[src/rtl/fifo_pkg.sv]
// Shared constants and types for the fifo_final single-clock FIFO.
package fifo_pkg;

  localparam int DATA_WIDTH_DEF = 8;
  localparam int DEPTH_DEF      = 16;
  localparam int ADDR_WIDTH_DEF = $clog2(DEPTH_DEF);

  typedef logic [DATA_WIDTH_DEF-1:0] data_t;

endpackage : fifo_pkg

[src/rtl/fifo_mem.sv]
// Storage array for fifo_final: one write port and one registered read port.
module fifo_mem
  import fifo_pkg::*;
#(
  parameter int DATA_WIDTH = DATA_WIDTH_DEF,
  parameter int DEPTH      = DEPTH_DEF,
  parameter int ADDR_WIDTH = ADDR_WIDTH_DEF
) (
  input  logic                  clk,
  input  logic                  rst_n,
  input  logic                  we,
  input  logic [ADDR_WIDTH-1:0] waddr,
  input  logic [DATA_WIDTH-1:0] wdata,
  input  logic                  re,
  input  logic [ADDR_WIDTH-1:0] raddr,
  output logic [DATA_WIDTH-1:0] rdata
);

  logic [DATA_WIDTH-1:0] mem [DEPTH];
  logic [DATA_WIDTH-1:0] rdata_d;
  logic [DATA_WIDTH-1:0] rdata_q;

  // NOTE: the array has no reset so it maps onto plain RAM; stale words are
  // never visible because the pointers gate every read.
  always_ff @(posedge clk) begin
    if (we) begin
      mem[waddr] <= wdata;
    end
  end

  // Read data holds its last value whenever no read is accepted.
  always_comb begin
    rdata_d = rdata_q;
    if (re) begin
      rdata_d = mem[raddr];
    end
  end

  always_ff @(posedge clk or negedge rst_n) begin
    if (!rst_n) begin
      rdata_q <= '0;
    end else begin
      rdata_q <= rdata_d;
    end
  end

  assign rdata = rdata_q;

endmodule : fifo_mem

[src/rtl/fifo_final.sv]
// Single-clock FIFO: wrap-bit pointers, occupancy counter, registered
// overflow/underflow pulses around a fifo_mem storage array.
module fifo_final
  import fifo_pkg::*;
#(
  parameter int DATA_WIDTH = DATA_WIDTH_DEF,
  parameter int DEPTH      = DEPTH_DEF,
  parameter int ADDR_WIDTH = ADDR_WIDTH_DEF
) (
  input  logic                  clk,
  input  logic                  rst_n,
  input  logic [DATA_WIDTH-1:0] data_in,
  input  logic                  wrreq,
  input  logic                  rdreq,
  output logic [DATA_WIDTH-1:0] data_out,
  output logic                  full,
  output logic                  empty,
  output logic [ADDR_WIDTH:0]   usedw,
  output logic                  overflow,
  output logic                  underflow
);

  localparam logic [ADDR_WIDTH:0] PTR_ONE = {{ADDR_WIDTH{1'b0}}, 1'b1};

  logic [ADDR_WIDTH:0] wptr_d, wptr_q;
  logic [ADDR_WIDTH:0] rptr_d, rptr_q;
  logic [ADDR_WIDTH:0] usedw_d, usedw_q;
  logic                overflow_d, overflow_q;
  logic                underflow_d, underflow_q;
  logic                wr_acc, rd_acc;

  // Flags come only from registered pointers; the MSB is the wrap bit.
  assign empty = (wptr_q == rptr_q);
  assign full  = (wptr_q[ADDR_WIDTH-1:0] == rptr_q[ADDR_WIDTH-1:0]) &&
                 (wptr_q[ADDR_WIDTH] != rptr_q[ADDR_WIDTH]);

  // NOTE: every signal gets a default at the top of always_comb so no path
  // leaves it unassigned, which would infer a latch.
  always_comb begin
    wr_acc      = wrreq & ~full;
    rd_acc      = rdreq & ~empty;
    wptr_d      = wptr_q;
    rptr_d      = rptr_q;
    usedw_d     = usedw_q;
    overflow_d  = wrreq & full;
    underflow_d = rdreq & empty;

    if (wr_acc) begin
      wptr_d = wptr_q + PTR_ONE;
    end
    if (rd_acc) begin
      rptr_d = rptr_q + PTR_ONE;
    end

    unique case ({wr_acc, rd_acc})
      2'b10:   usedw_d = usedw_q + PTR_ONE;
      2'b01:   usedw_d = usedw_q - PTR_ONE;
      default: usedw_d = usedw_q;
    endcase
  end

  // NOTE: state registers use non-blocking assignments so every flop samples
  // the pre-edge values regardless of evaluation order.
  always_ff @(posedge clk or negedge rst_n) begin
    if (!rst_n) begin
      wptr_q      <= '0;
      rptr_q      <= '0;
      usedw_q     <= '0;
      overflow_q  <= 1'b0;
      underflow_q <= 1'b0;
    end else begin
      wptr_q      <= wptr_d;
      rptr_q      <= rptr_d;
      usedw_q     <= usedw_d;
      overflow_q  <= overflow_d;
      underflow_q <= underflow_d;
    end
  end

  fifo_mem #(
    .DATA_WIDTH (DATA_WIDTH),
    .DEPTH      (DEPTH),
    .ADDR_WIDTH (ADDR_WIDTH)
  ) u_mem (
    .clk   (clk),
    .rst_n (rst_n),
    .we    (wr_acc),
    .waddr (wptr_q[ADDR_WIDTH-1:0]),
    .wdata (data_in),
    .re    (rd_acc),
    .raddr (rptr_q[ADDR_WIDTH-1:0]),
    .rdata (data_out)
  );

  assign usedw     = usedw_q;
  assign overflow  = overflow_q;
  assign underflow = underflow_q;

endmodule : fifo_final

[config.mk]
export PLATFORM = sky130hd
export DESIGN_NAME = fifo_final
export DESIGN_NICKNAME = d
export VERILOG_FILES = /design/src/rtl/fifo_pkg.sv /design/src/rtl/fifo_mem.sv /design/src/rtl/fifo_final.sv
export SDC_FILE = /design/constraint.sdc
export NUM_CORES = 1
export LEC_CHECK = 0
export ABC_AREA = 1
export CORE_ASPECT_RATIO = 1.75
export CORE_MARGIN = 8
export CORE_UTILIZATION = 60
export CTS_BUF_LIST = sky130_fd_sc_hd__clkbuf_8
export DETAILED_ROUTE_END_ITERATION = 8
export PLACE_DENSITY = 0.83
export SYNTH_ARGS = -nofsm -noshare
export SYNTH_HDL_FRONTEND = slang
export SYNTH_SLANG_ARGS = --single-unit
[constraint.sdc]
create_clock -name clk -period 3 [get_ports clk]
set_input_delay 0.3 -clock clk [delete_from_list [all_inputs] [get_ports clk]]
set_output_delay 0.3 -clock clk [all_outputs]
set_load 0.1 [all_outputs]
Word-level counts from Yosys, hierarchy flattened
Memories as Yosys holds them, arrays and structs flattened. A register that Yosys moved wholly into a read port is not among the register bits.
Cells that the tools add are included.
- output and inout port bits: 17
- memory bits (writable): 128
- register bits after elaboration: 17
- word-level logic and storage cells: 27
- memories: 1
- bits of input ports: 12
- reductions and logical operators: 3
- multiplexer cells: 3
- equal/unequal tests: 5
- bitwise gates (word level): 6
- add/subtract/negate cells: 4
- memories (memory ; words ; width ; read ports ; clocked after Yosys merged registers in ; write ports ; line ; RTL):
    u_mem.mem ; 16 ; 8 ; 1 ; 1 ; 1 ; fifo_mem.sv:19 ; logic [DATA_WIDTH-1:0] mem [DEPTH];
- operators by type and width (kind ; count):
    $add A5 B1 Y5 const B ; 3
    $pmux W5 S2 ; 1
    $eq A5 B5 Y1 ; 1
    $sub A5 B1 Y5 const B ; 1
    $and A1 B1 Y1 ; 4
    $eq A4 B4 Y1 ; 1
    $eq A2 B1 Y1 const B ; 1
    $eq A2 B2 Y1 const B ; 1
    $mux W1 ; 2
    $not A1 Y1 ; 2
    $reduce_bool A2 Y1 ; 1
    $logic_and A1 B1 Y1 ; 1
    $logic_not A1 Y1 ; 1
    $ne A1 B1 Y1 ; 1

Logic depth before layout (Yosys ltp)
Gate-level depths: netlist of run 1.
- depth in word-level cells: 6
- depth in mapped cells: 17
- depth with buffers taken out: 15

Cells and area by module
From an unflattened synthesis of run 1, not the netlist that was laid out.
- cells, all modules: 609
- area total of the unflattened synthesis: 6698.9 um2
- by module, submodules not included (module ; cells an instance ; seq. area each (um2) ; area each (um2) ; times used):
    fifo_mem ; 483 ; 4043.9 ; 5635.4 ; 1
    fifo_final ; 126 ; 425.4 ; 1063.5 ; 1

Worst setup path before layout of run 1
No wires, ideal clock.
- path kind: register to register
- start point: register wptr_q[2]
- end point: register usedw_q[4], in the netlist usedw[4]
- required time: 2.932 ns
- cell stages (with the launch flop): 16
- slack: 0.571 ns
- arrival: 2.361 ns
- buffers on the path: 2
- path through: dfrtp_1 buf_2 xor2_1 nor2_2 nand3_2 nand2_4 inv_2 buf_6 ha_1 fa_1 a21oi_1 nor2_1 nor2_1 xor2_1 nand2_1 nand2_1
- elaborated cells between the ends (all ways): 11
- those cells by class: 4 x eq/ne; 1 x mux; 4 x bitwise; 2 x reduce/logical
- RTL lines (what ; line ; RTL):
    from (decl) ; fifo_final.sv:25 ; logic [ADDR_WIDTH:0] wptr_d, wptr_q;
    from (signal assigned) ; fifo_final.sv:72 ; wptr_q <= wptr_d;
    $eq A5 B5 Y1 * ; fifo_final.sv:33 ; assign empty = (wptr_q == rptr_q);
    $not A1 Y1 * ; fifo_final.sv:41 ; rd_acc = rdreq & ~empty;
    $and A1 B1 Y1 * ; fifo_final.sv:41 ;
    via rd_acc ; fifo_final.sv:30 ; logic wr_acc, rd_acc;
    $eq A2 B1 Y1 / $eq A2 B2 Y1 (equally long branches) ; fifo_final.sv:55 ; unique case ({wr_acc, rd_acc})
    $pmux W5 S2 / $reduce_bool A2 Y1 (equally long branches) ; -- ;
    to (signal assigned) ; fifo_final.sv:74 ; usedw_q <= usedw_d;
    to (decl) ; fifo_final.sv:27 ; logic [ADDR_WIDTH:0] usedw_d, usedw_q;
Mark *: on every way through the listed nets, which the timed path passes. The rest lies on a longest branch.
A chain may end at the register's enable or synchronous reset.

Worst setup path after layout of run 1
- start point: register wptr_q[0]
- end point: register usedw_q[4], in the netlist usedw[4]
- word-level cells in the longest chain between the ends: 6
- elaborated cells between the ends (all ways): 11
- those cells by class: 4 x eq/ne; 1 x mux; 4 x bitwise; 2 x reduce/logical
- ends and longest elaborated chain (what ; line ; RTL):
    $eq A4 B4 Y1 ; fifo_final.sv:34 ; assign full = (wptr_q[ADDR_WIDTH-1:0] == rptr_q[ADDR_WIDTH-1:0]) &&
    $logic_and A1 B1 Y1 ; fifo_final.sv:34 ;
    $not A1 Y1 ; fifo_final.sv:40 ; wr_acc = wrreq & ~full;
    $and A1 B1 Y1 ; fifo_final.sv:40 ;
    $eq A2 B1 Y1 / $eq A2 B2 Y1 (equally long branches) ; fifo_final.sv:55 ;
    $pmux W5 S2 / $reduce_bool A2 Y1 (equally long branches) ; -- ;
Several ways; a longest one is shown, not always the timed one.

==> results.ini, run 1 <==
[outcome]
status = finished clean

[critical_path]
critPathTopFamily = simple AND/OR/NAND/NOR gates
crit_fanout = 15
critPathLaunchType = flip-flop
worstPathRequired_ps = 3390
cp_cell_sequence = inv_1, nand2_1, a21oi_2, nand3_2, nand2_4, inv_2, ha_2, fa_1, a21oi_1, nor2_1, nor2_1, xor2_1, nand2_1, nand2_1
cp.arrival_ps = 3070
critPathBufInv = 2
endpoint_kind = flip-flop
crit_slowest_cell = dfrtp_1
slowest_delay_ps = 450
cp_common_cell = nand2_1
crit_type = flip-flop to flip-flop

[yosys]
yosys_warnings = 0
yosysSeqAreaShare_pct = 63.8
syn-cell-area_mm2 = 0.00701
ys_types = 28
synth_top_family_by_area = simple AND/OR/NAND/NOR gates
yosys.area_share.adder_pct = 1.89
syn_area_per_cell_um2 = 9.62
synth_top_cell_by_area = edfxtp_1
syn_nets = 750
synth_compound_area_share_pct = 0.750
synthXorXnorAreaFrac_pct = 1.50
synth-seq-cells = 153
synth_top_cells_by_area = edfxtp_1, nand2_1, dfrtp_1
synth_top_cell_area_share_pct = 54.9
synth-simple-area-share_pct = 22.2
synthMuxAreaShare_pct = 0
syn-instance-count = 728

[global_route]
grt_pass1_vias = 5087
gr-total-overflow = 0
grt_pass1_wl_mm = 25.7
antenna_found_initial = 0
grt_max_degree = 66
grt_usage_pct = 21.1

[route]
first_iter_violations = 457
vias = 5032
viasPerCell = 5.48
firstDrtPassIters = 5
remaining_drc_errors = 0
wl_mm = 15.6
avgRoutedWirePerCell_um = 17.0
drtAntennaViolNets = 0

[timing]
final.setup.worst_slack_ps = 323
hold_viol_final = 0
tns_ps = 0
slew_headroom_pct = 21.8
rsz0062_at_grt = no
slew_viol_final = 0
finalSetupViolCount = 0
post-route-period-util_pct = 89.2
worstMarginPinSlew_ps = 1170
fin_crit_ps = 2680
skew_ps = 9.62
timing.fmax_mhz = 374

[placement]
dpl_cell_area_mm2 = 0.00746
pre_cts_ws_ps = 289
dp_hpwl_mm = 10.5
place.gp.congestion = 0.931
portBuffers = 28

[clocking]
clkTransAtPathRegs_ps = 90
clockBufferDepth = 2
htreeDepth = 4
clock_sinks = 153
ctsHoldBuffers = 0
cts-buffers-inserted = 17
clk_latency_ps = 460
cts_tree = built
root_buffer = clkbuf_8

[power]
power.density_mw_per_mm2 = 988
ir_drop_v = 0.000635
p_leak_nw = 3.65

[floorplan]
rows = 52
initial_core_util_pct = 61.2
core_mm2 = 0.0115
ioPinCount = 29
die_x_um = 97.7
die_area_mm2 = 0.0155
fp.dieH_um = 159

[min_path]
hold_class = primary input to flip-flop

[finish]
n_antenna_cell = 0
fill_cells = 817
final_area_mm2 = 0.00786
area_growth_pct = 12.3
layout-drive-gt1-share_pct = 10.5
layout.nets = 793

[flow_run]
cap_violations = 0

==> power by group <==
part	switching (W)	leakage, nW	internal (W)
logic	0.00246	1.98	0.000919
registers	0.000193	1.47	0.00261
clock network	0.000822	0.204	0.000757
==> flip-flops by register name, indices dropped and copies added (netlist names) <==
| register | flops |
|---|---|
| u_mem.mem | 128 |
| u_mem.rdata | 8 |
| rptr_q | 5 |
| usedw | 5 |
| wptr_q | 5 |
| overflow | 1 |
| underflow | 1 |
==> what timing repair did <==
action,CTS,global route
endpoints found under the hold margin,0,0
endpoints found under the setup margin,0,1
resized for setup,0,1
setup buffers,0,0
==> cell usage after synthesis <==
master and count:
a21boi_0 1, a21oi_1 2, a21oi_2 1, a31oi_1 1, buf_1 3, buf_2 10
buf_4 7, buf_6 2, clkbuf_1 5, clkinv_1 2, dfrtp_1 25, edfxtp_1 128
fa_1 1, ha_1 9, inv_1 137, inv_2 4, nand2_1 263, nand2_2 1
nand2_4 1, nand3_1 83, nand3_2 2, nor2_1 7, nor2_2 2, nor3_1 15
o21ai_0 2, o21ai_1 2, xnor2_1 7, xor2_1 5
==> routing by layer <==
layer	GRT usage, %	wire (um)
met1	23.3	5670
met2	35.7	8290
met3	3.95	885
met4	14.3	739
met5	0	0
==> through the flow <==
step / instances / power, W / util [%] / hold slack [ps]
final: 919 / 0.00777 / 68.7 / 427
after detailed placement: 887 / 0.00620 / 65.2 / 485
after global routing: 919 / 0.00820 / 68.7 / 453
after CTS: 919 / 0.00777 / 68.7 / 408
after global placement: 887 / 0.00607 / 65.2 / 480
after floorplan: 728 / 0.00530 / - / 4.41
==> worst min-delay path, stage by stage <==
cell	delay (ps)
clkdlybuf4s50_1	440
inv_1	70
nor2_1	40
==> cells in the final DEF (no fill, tap or decap), drive strengths merged, types with 2 or more instances in the layout <==
cell type | netlist | routed
nor2 | 9 | 9
o21ai | 4 | 4
nand3 | 85 | 85
a21oi | 3 | 3
buf | 22 | 38
clkinvlp | 0 | 2
nand2 | 265 | 265
ha | 9 | 9
xnor2 | 7 | 7
nor3 | 15 | 15
bufinv | 0 | 2
dfrtp | 25 | 25
clkbuf | 5 | 17
edfxtp | 128 | 128
clkdlybuf4s50 | 0 | 13
xor2 | 5 | 5
clkinv | 2 | 7
inv | 141 | 147
==> path summary, 6_finish.rpt <==
check                      depth (start not counted)  slack [ps]           start        endpoint
min in group asynchronous                          1         460           rst_n  u_mem.rdata[3]
max in group asynchronous                          1        1750           rst_n       rptr_q[0]
max reg2reg                                       14         320       wptr_q[0]        usedw[4]
max                                               14         320       wptr_q[0]        usedw[4]
min                                                3         430           wrreq        overflow
min reg2reg                                        2         510  u_mem.rdata[3]  u_mem.rdata[3]
==> layout make-up <==
type	count	area [um^2]	area share, %
Inverter	143	537	6.83
Sequential cell	153	4470	56.8
Multi-Input combinational cell	405	1850	23.5
Tap cell	135	169	2.15
Clock buffer	17	234	2.98
Clock inverter	15	166	2.12
Timing Repair Buffer	51	440	5.60
==> logic make-up after synthesis <==
group / after synthesis
AO/OA/AOI/OAI: 9
AND/OR/NAND/NOR: 374
buffers and inverters: 170
flip-flops: 153
adder cells (fa/ha/maj): 10
XOR/XNOR: 12
(Power assumes the default switching activity.)
==> run 2: changes to the inputs <==
--- a/config.mk
+++ b/config.mk
@@ -6,12 +6,15 @@
 export NUM_CORES = 1
 export LEC_CHECK = 0
 export ABC_AREA = 1
+export CELL_PAD_IN_SITES_DETAIL_PLACEMENT = 1
+export CELL_PAD_IN_SITES_GLOBAL_PLACEMENT = 2
 export CORE_ASPECT_RATIO = 1.75
 export CORE_MARGIN = 8
-export CORE_UTILIZATION = 60
+export CORE_UTILIZATION = 41
 export CTS_BUF_LIST = sky130_fd_sc_hd__clkbuf_8
+export CTS_CLUSTER_DIAMETER = 30
 export DETAILED_ROUTE_END_ITERATION = 8
-export PLACE_DENSITY = 0.83
+export PLACE_DENSITY = 0.86
 export SYNTH_ARGS = -nofsm -noshare
 export SYNTH_HDL_FRONTEND = slang
 export SYNTH_SLANG_ARGS = --single-unit
==> run 2 against run 1 <==
Effect of this change: non-clock buffer count up 4; core utilization down 21 points; total power up 0.67%; largest cell class unchanged; final cell count up 10%; clock skew up 4.5 ps; die area up 40%; global-route usage down 2.7 points; clock-buffer cell count unchanged; largest power group unchanged; worst hold slack worse by 220 ps; clock power down 4%; combinational power up 4%.
==> results.ini, run 2 (same netlist as run 1, synthesis figures left out) <==
[timing]
slew_viol_final = 0
slew_headroom_pct = 48.4
timing.fmax_mhz = 354
worstMarginPinSlew_ps = 775
finalSetupViolCount = 0
rsz0062_at_grt = no
hold_viol_final = 0
skew_ps = 14.1
post-route-period-util_pct = 94.1
fin_crit_ps = 2820
tns_ps = 0
whs_ps = 203

[clocking]
clkTransAtPathRegs_ps = 90
clockBufferDepth = 2
post_cts_resized = 0
clk_latency_ps = 470
post_cts_buffers = 0
cts_tree = built
clock_sinks = 153
ctsHoldBuffers = 0
root_buffer = clkbuf_8
htreeDepth = 4
cts-buffers-inserted = 17

[finish]
largest_register = u_mem.mem
multi_input_area_mm2 = 0.00185
n_antenna_cell = 0
largest_register_ffs = 128
layout.nets = 797
final_cell_mix = nand2_1, inv_1, edfxtp_1
fill_cells = 1956
layout-drive-gt1-share_pct = 11.2
layout_commonest_cell = nand2_1
regArea_mm2 = 0.00447
area_growth_pct = 14.0

[route]
wl_met2_mm = 10.5
drtAntennaViolNets = 0
first_iter_violations = 195
remaining_drc_errors = 0
routed.top_layer = met4
viasPerCell = 4.90
vias = 4976
firstDrtPassIters = 4
wl_met3_um = 456
wl_mm = 18.8
met1Wirelength_mm = 7.04
avgRoutedWirePerCell_um = 18.5

[outcome]
status = finished clean

[critical_path]
startpoint = wptr_q[0]
crit_fanout = 15
endpoint_kind = flip-flop
slowest_delay_ps = 470
critPathBufInv = 2
rr_startpoint = wptr_q[0]
critPathLaunchType = flip-flop
cp_cell_sequence = inv_2, nand2_1, a21oi_2, nand3_2, nand2_8, inv_2, ha_1, fa_1, a21oi_1, nor2_1, nor2_1, xor2_1, nand2_1, nand2_1
critPathTopFamily = adder cells
crit_type = flip-flop to flip-flop
crit_slowest_cell = dfrtp_1
cp.arrival_ps = 3220
cp_common_cell = nand2_1
worstPathRequired_ps = 3400

[global_route]
grt_max_degree = 68
grt_usage_pct = 18.4
grt_pass1_wl_mm = 29.5
antenna_found_initial = 0
gr-total-overflow = 0
grt_pass1_vias = 5520

[power]
clock_power_share_pct = 19.3
ir_drop_v = 0.000830
switching_power_w = 0.00361
power.density_mw_per_mm2 = 979
swShare_pct = 46.2
p_leak_nw = 3.65
power_frac_comb_pct = 44.8
p_int_w = 0.00421
power_frac_seq_pct = 36.0

[floorplan]
fp.dieH_um = 189
die_x_um = 115
core_mm2 = 0.0169
rows = 63
initial_core_util_pct = 41.5
die_area_mm2 = 0.0217
ioPinCount = 29

[flow_run]
cap_violations = 0

[min_path]
hold_class = primary input to async pin

[placement]
dp_hpwl_mm = 12.9
portBuffers = 28
place.gp.congestion = 0.804

[run 2: changes by cell type in the layout (fill, tap and decap cells not counted), moves of 2 or more]
cell / delta
clkinv_1: +2
inv_1: -2
inv_6: +4
inv_8: -3
clkdlybuf4s50_1: -2
clkinv_2: -2
buf_4: +6
[run 2: cell type report]
class,count,share of cell area (%)
Sequential cell,153,56.0
Clock inverter,15,1.74
Timing Repair Buffer,55,5.83
Clock buffer,17,2.93
Inverter,143,6.72
Multi-Input combinational cell,405,23.2
Tap cell,227,3.56
[run 2: through the flow]
| stage | setup slack, ps | cells | power (W) | utilization [%] | instance area, um^2 |
|---|---|---|---|---|---|
| global placement | 357 | 983 | 0.00624 | 45.1 | 7600 |
| floorplan | 571 | 728 | 0.00530 | - | 7010 |
| finish | 177 | 1015 | 0.00782 | 47.3 | 7980 |
| CTS | 121 | 1015 | 0.00789 | 47.3 | 7970 |
| detailed placement | 153 | 983 | 0.00639 | 45.1 | 7600 |
| global route | 6.97 | 1015 | 0.00829 | 47.3 | 7980 |
[run 2: final timing paths]
| kind | to | slack, ps | depth (start not counted) |
|---|---|---|---|
| min in group clk | overflow | 420 | 3 |
| max in group asynchronous | wptr_q[1] | 2530 | 2 |
| hold reg to reg | u_mem.rdata[6] | 500 | 2 |
| hold / removal | u_mem.rdata[0] | 200 | 2 |
| setup / recovery | usedw[4] | 180 | 14 |
| setup reg to reg | usedw[4] | 180 | 14 |
[run 2: per-layer routing]
layer  global-route usage (%)  vias to the layer above
met2                     34.2                       80
li1                         -                     2372
met3                     3.44                       39
met5                        0                        -
met4                     9.76                        0
met1                     18.6                     2485
[run 2: power by group through the flow]
stage / sequential, W / clock (W) / combinational (W)
global placement: 0.00283 / 0 / 0.00341
floorplan: 0.00346 / 0 / 0.00184
detailed placement: 0.00286 / 0 / 0.00353
CTS: 0.00281 / 0.00153 / 0.00355
global route: 0.00284 / 0.00161 / 0.00383
finish: 0.00281 / 0.00151 / 0.00350
